==> src/rtl/reg_bank_pkg.sv <==
// +----------------------------------------------------------------------+
// | reg_bank_pkg : shared FSM encoding and limits for reg_bank_arbiter    |
// | Revision 1.0                                                          |
// +----------------------------------------------------------------------+
`timescale 1ns/1ps
`default_nettype none

package reg_bank_pkg;

  localparam int NR_REQ = 2;

  typedef enum logic [1:0] {
    S_IDLE   = 2'd0,
    S_ARB    = 2'd1,
    S_ACCESS = 2'd2,
    S_TURN   = 2'd3
  } state_e;

  // Write ACCESS cycles allowed without a Tick before the timeout fires.
  localparam logic [7:0] TIMEOUT_LIMIT = 8'd255;

endpackage

`default_nettype wire

==> src/rtl/reg_bank_arbiter_rr_arb2.sv <==
// +----------------------------------------------------------------------+
// | rr_arb2 : two-way round-robin grant with last-served pointer          |
// | Revision 1.0                                                          |
// +----------------------------------------------------------------------+
`timescale 1ns/1ps
`default_nettype none

module rr_arb2
  import reg_bank_pkg::*;
(
  input  logic              Clock,
  input  logic              Reset,
  input  logic [NR_REQ-1:0] req,
  input  logic              update,
  output logic [NR_REQ-1:0] gnt
);

  // Index of the requester served last; reset to 1 so requester 0 wins first.
  logic last_q, last_d;

  always_comb begin
    gnt = req;
    if (req == 2'b11) gnt = last_q ? 2'b01 : 2'b10;
    last_d = last_q;
    if (update && (gnt != 2'b00)) last_d = gnt[1];
  end

  always_ff @(posedge Clock or posedge Reset) begin
    if (Reset) last_q <= 1'b1;
    else       last_q <= last_d;
  end

endmodule

`default_nettype wire

==> src/rtl/reg_bank_arbiter.sv <==
// +----------------------------------------------------------------------+
// | reg_bank_arbiter : two-requester arbiter for a shared tristate bank.  |
// | Optional write timeout: define REG_BANK_ARB_TIMEOUT_EN. Revision 1.0  |
// +----------------------------------------------------------------------+
`timescale 1ns/1ps
`default_nettype none

module reg_bank_arbiter
  import reg_bank_pkg::*;
#(
  parameter int NR_REGS = 8,
  parameter int ADDR_W  = 3
) (
  input  logic                       Clock,
  input  logic                       Reset,
  input  logic                       Tick,
  input  logic [NR_REQ-1:0]          req,
  input  logic [NR_REQ-1:0]          wr,
  input  logic [NR_REQ*ADDR_W-1:0]   addr,
  output logic [NR_REQ-1:0]          ack,
  output logic [NR_REQ-1:0]          grant,
  output logic [NR_REGS-1:0]         cs,
  output logic [NR_REGS-1:0]         ce,
  output logic                       addr_err,
  output logic                       err
);

  localparam logic [ADDR_W:0] NR_REGS_W = (ADDR_W+1)'(NR_REGS);

  state_e              state_q, state_d;
  logic                owner_q, owner_d;
  logic                wr_q, wr_d;
  logic [ADDR_W-1:0]   addr_q, addr_d;
  logic [NR_REQ-1:0]   arb_gnt, owner_vec;
  logic                arb_update, addr_oor;
  logic [NR_REGS-1:0]  reg_sel;

  rr_arb2 u_rr_arb2 (
    .Clock  (Clock),
    .Reset  (Reset),
    .req    (req),
    .update (arb_update),
    .gnt    (arb_gnt)
  );

  assign owner_vec = owner_q ? 2'b10 : 2'b01;
  assign addr_oor  = ({1'b0, addr_q} >= NR_REGS_W);

  always_comb begin
    reg_sel = '0;
    for (int i = 0; i < NR_REGS; i++) reg_sel[i] = (addr_q == ADDR_W'(i));
  end

`ifdef REG_BANK_ARB_TIMEOUT_EN
  logic [7:0] cnt_q, cnt_d;
  logic       err_q, err_d;
  assign err = err_q;
`else
  assign err = 1'b0;
`endif

  always_comb begin
    state_d    = state_q;
    owner_d    = owner_q;
    wr_d       = wr_q;
    addr_d     = addr_q;
    arb_update = 1'b0;
    ack        = '0;
    grant      = '0;
    cs         = '1;
    ce         = '0;
    addr_err   = 1'b0;
`ifdef REG_BANK_ARB_TIMEOUT_EN
    cnt_d      = cnt_q;
    err_d      = err_q;
`endif
    case (state_q)
      S_IDLE: if (req != 2'b00) state_d = S_ARB;
      S_ARB: begin
        grant = arb_gnt;
        if (arb_gnt != 2'b00) begin
          arb_update = 1'b1;
          owner_d    = arb_gnt[1];
          wr_d       = wr[arb_gnt[1]];
          addr_d     = arb_gnt[1] ? addr[2*ADDR_W-1:ADDR_W] : addr[ADDR_W-1:0];
          state_d    = S_ACCESS;
`ifdef REG_BANK_ARB_TIMEOUT_EN
          cnt_d      = 8'd0;
`endif
        end else begin
          state_d = S_IDLE;
        end
      end
      S_ACCESS: begin
        grant = owner_vec;
        if (addr_oor) begin
          ack      = owner_vec;
          addr_err = 1'b1;
          state_d  = S_TURN;
        end else if (!wr_q) begin
          cs      = ~reg_sel;
          ack     = owner_vec;
          state_d = S_TURN;
        end else begin
`ifdef REG_BANK_ARB_TIMEOUT_EN
          if (cnt_q == TIMEOUT_LIMIT) begin
            ack     = owner_vec;
            err_d   = 1'b1;
            state_d = S_TURN;
          end else begin
            ce    = reg_sel;
            cnt_d = cnt_q + 8'd1;
            if (Tick) begin
              ack     = owner_vec;
              state_d = S_TURN;
            end
          end
`else
          ce = reg_sel;
          if (Tick) begin
            ack     = owner_vec;
            state_d = S_TURN;
          end
`endif
        end
      end
      S_TURN:  state_d = S_IDLE;
      default: state_d = S_IDLE;
    endcase
  end

  always_ff @(posedge Clock or posedge Reset) begin
    if (Reset) begin
      state_q <= S_IDLE;
      owner_q <= 1'b0;
      wr_q    <= 1'b0;
      addr_q  <= '0;
    end else begin
      state_q <= state_d;
      owner_q <= owner_d;
      wr_q    <= wr_d;
      addr_q  <= addr_d;
    end
  end

`ifdef REG_BANK_ARB_TIMEOUT_EN
  always_ff @(posedge Clock or posedge Reset) begin
    if (Reset) begin
      cnt_q <= 8'd0;
      err_q <= 1'b0;
    end else begin
      cnt_q <= cnt_d;
      err_q <= err_d;
    end
  end
`endif

endmodule

`default_nettype wire
==> config.mk <==
export PLATFORM = sky130hd
export DESIGN_NAME = reg_bank_arbiter
export DESIGN_NICKNAME = d
export VERILOG_FILES = /design/src/rtl/reg_bank_pkg.sv /design/src/rtl/reg_bank_arbiter_rr_arb2.sv /design/src/rtl/reg_bank_arbiter.sv
export SDC_FILE = /design/constraint.sdc
export NUM_CORES = 1
export LEC_CHECK = 0
export CAP_MARGIN = 20
export CORE_MARGIN = 4
export CORE_UTILIZATION = 35
export DETAILED_ROUTE_END_ITERATION = 6
export GPL_TIMING_DRIVEN = 1
export PLACE_DENSITY = 0.7
export SLEW_MARGIN = 20
export SYNTH_ARGS = -nofsm -noshare
export SYNTH_HDL_FRONTEND = slang
export SYNTH_HIERARCHICAL = 1
export SYNTH_SLANG_ARGS = --single-unit
==> constraint.sdc <==
create_clock -name Clock -period 1.3 [get_ports Clock]
set_input_delay 0.13 -clock Clock [delete_from_list [all_inputs] [get_ports Clock]]
set_output_delay 0.13 -clock Clock [all_outputs]
set_load 0.02 [all_outputs]
==> impl_metrics.env <==
export IMPL_status="complete, but fails checks"
export IMPL_violations="setup timing"
export IMPL_synthTopCellsByArea="dfrtp_1 (25%), ha_1 (11%), mux2i_1 (7.1%)"
export IMPL_first_iter_violations=1
export IMPL_synth_top_area_cell="dfrtp_1"
export IMPL_synth_area_um2=701
export IMPL_fin_crit_ps=1540
export IMPL_cts_htree_levels=1
export IMPL_multi_input_area_um2=718
export IMPL_finalSetupViolCount=28
export IMPL_fmax_mhz=649
export IMPL_synth_seq_cells=8
export IMPL_track_usage_pct=19.3
export IMPL_hp_class="input port to asynchronous set/reset pin"
export IMPL_cts_tree="built"
export IMPL_die_h_um=52.7
export IMPL_hpwl_um=1620
export IMPL_maxCapViolCount=0
export IMPL_grt_pass1_vias=848
export IMPL_place_inst=157
export IMPL_rows=15
export IMPL_dieWidth_um=52.7
export IMPL_via_per_inst=5.02
export IMPL_path_class="register to primary output"
export IMPL_cp_start_kind="register"
export IMPL_synth_cell_types=31
export IMPL_grt_max_degree=9
export IMPL_routed_wirelength_um=2800
export IMPL_overflow=0
export IMPL_switching_share_pct=44.5
export IMPL_intPower_mw=1.71
export IMPL_reg2reg_depth=8
export IMPL_drtAntennaViolNets=0
export IMPL_postPlaceCellArea_um2=1190
export IMPL_p_clk_share_pct=7.3
export IMPL_critical_path_peak_fanout=2
export IMPL_yosysSeqAreaShare_pct=28.7
export IMPL_worst_skew_pair_late_latency_ps=270
export IMPL_critPathArrivalTime_ps=1410
export IMPL_nNetsFinal=167
export IMPL_gp_routability_congestion=0.736
export IMPL_numPortBuffers=32
export IMPL_drive_gt1_share_pct=70.7
export IMPL_vdd_drop_max_uv=1310
export IMPL_power_density_nw_per_um2=1920
export IMPL_antenna_found_initial=0
export IMPL_rsz0062_at_grt="yes"
export IMPL_initial_core_util_pct=38.9
export IMPL_setup_tns_ps=-4100
export IMPL_fin_area_um2=1600
export IMPL_hold_viol_final=0
export IMPL_avgSynthCellArea_um2=8.05
export IMPL_route_detailed_drc=0
export IMPL_power_leakage_nw=0.685
export IMPL_required_ps=1170
export IMPL_period_share_pct=119
export IMPL_areaGrowthSynthToFinish_pct=129
export IMPL_cts_made_buffers=3
export IMPL_cts_root_buffer="clkbuf_4"
export IMPL_sequentialPowerShare_pct=18.2
export IMPL_synth_main_ff_cell="dfrtp_1"
export IMPL_fin_ws_ps=-241
export IMPL_fin_skew_ps=7.74
export IMPL_clk_pin_slew_worst_paths_ps=70
export IMPL_antenna_cells=0
export IMPL_fill_cells=87
export IMPL_instances_no_fill=172
export IMPL_clockBufferDepth=2
export IMPL_ys_warn_count=6
export IMPL_ios=35
export IMPL_grt_pass1_wl_um=3990
export IMPL_r2r_slack_ps=-120
export IMPL_core_area_um2=1800
export IMPL_power_mw=3.09
export IMPL_drt_first_pass_iters=2
export IMPL_num_vias=864
export IMPL_final_max_slew_viol_count=0
export IMPL_p_sw_mw=1.37
export IMPL_synth_edf_count=0
export IMPL_async_flop_share_pct=100
export IMPL_wl_per_cell_um=16.3
export IMPL_combPwrFrac_pct=74.4
export IMPL_synth_top_cell_area_share_pct=25.0
export IMPL_dieArea_um2=2780
export IMPL_final_seq_area_um2=204
export IMPL_cp_end_kind="primary output"
export IMPL_synthCells=87
export IMPL_cts_sinks=8
cells in the final DEF, fill, tap and decap left out, types with 2 or more instances in the layout:
cell / synthesis / routed
inv_1: 6 / 2
dfrtp_1: 7 / 5
clkbuf_4: 0 / 3
nor2b_4: 1 / 2
a21boi_4: 0 / 2
nand2_2: 0 / 5
dfrtp_2: 0 / 2
buf_4: 2 / 22
nand3_2: 0 / 5
nor2_1: 8 / 2
nor3_2: 0 / 2
nand2_4: 0 / 3
nand2_1: 13 / 5
clkdlybuf4s50_1: 0 / 12
conb_1: 1 / 2
nor3b_4: 0 / 2
inv_2: 0 / 3
ha_4: 0 / 4
o21ai_1: 0 / 3
buf_6: 1 / 26
nor2_4: 0 / 5
a21boi_2: 0 / 2
mux2i_1: 5 / 4
ha_2: 0 / 2
cells in the mapped netlist, types with 2 or more instances:
| cell type | n |
|---|---|
| a21boi_0 | 3 |
| a21oi_1 | 2 |
| buf_4 | 2 |
| clkbuf_1 | 2 |
| dfrtp_1 | 7 |
| ha_1 | 6 |
| inv_1 | 6 |
| mux2i_1 | 5 |
| nand2_1 | 13 |
| nand2b_1 | 2 |
| nand3_1 | 5 |
| nor2_1 | 8 |
| nor3_1 | 3 |
| nor3b_1 | 3 |
| o21ai_0 | 4 |
critical path: stages, from the launching register on:
cell	delay, ps
dfrtp_1	390
buf_6	110
or3b_4	390
nor2_1	100
buf_4	150
stage by stage:
stage,setup WS [ps],hold WS [ps],util (%)
after floorplan,-16.4,-66.6,-
after detailed placement,-573,412,66.3
after global placement,-513,403,66.3
final,-241,144,89.0
after CTS,-204,136,79.1
after global routing,-301,178,89.0
what timing repair did:
action                     4_1_cts  5_1_grt
pin swaps                       17       11
gates resized for setup        143       45
hold buffers                     0        0
setup endpoints to repair       27       28
gates cloned                     0        0
setup buffers                    8        4
cells by family after synthesis:
kind of cell    after synthesis  share of synthesized area, %
other cells                   1                         0.535
simple gates                 40                          29.5
fa+ha+maj                     6                          10.7
buf+inv                      12                          8.75
flops                         8                          28.8
mux                           5                          7.14
compound gates               15                          14.6
power by group through the flow:
stage               logic, mW  clock network (mW)  registers (mW)
floorplan               0.841                   0           0.471
global placement         1.35                   0           0.487
detailed placement       1.40                   0           0.488
CTS                      1.88               0.212           0.531
global route             2.44               0.239           0.577
finish                   2.30               0.227           0.562
per-layer routing:
layer / GRT usage, % / vias to the layer above / wire length, um
li1: - / 410 / -
met1: 22.1 / 415 / 1060
met2: 36.2 / 32 / 1530
met3: 2.56 / 7 / 152
met4: 6.38 / 0 / 58
met5: 0 / - / 0
area by class of cell:
cell class              count  area share (%)
multi-input cells          68            44.8
repair buffers             61            37.3
flip-flops and latches      8            12.7
well taps                  25            1.95
clock buffers               4            1.64
inverters                   6            1.56
final timing paths:
path | from | endpoint
min in group Clock | addr[0] | addr_q[0]$_DFFE_PP0P_
max in group asynchronous | Reset | asynchronous set/reset pin
setup reg to reg | u_rr_arb2/last_q$_DFFE_PP1P_ | wr_q$_DFFE_PP0P_
setup / recovery | wr_q$_DFFE_PP0P_ | ce[0]
hold / removal | Reset | addr_q[0]$_DFFE_PP0P_
hold reg to reg | addr_q[1]$_DFFE_PP0P_ | addr_q[1]$_DFFE_PP0P_
Note: power is estimated with default switching activity, not from simulation.
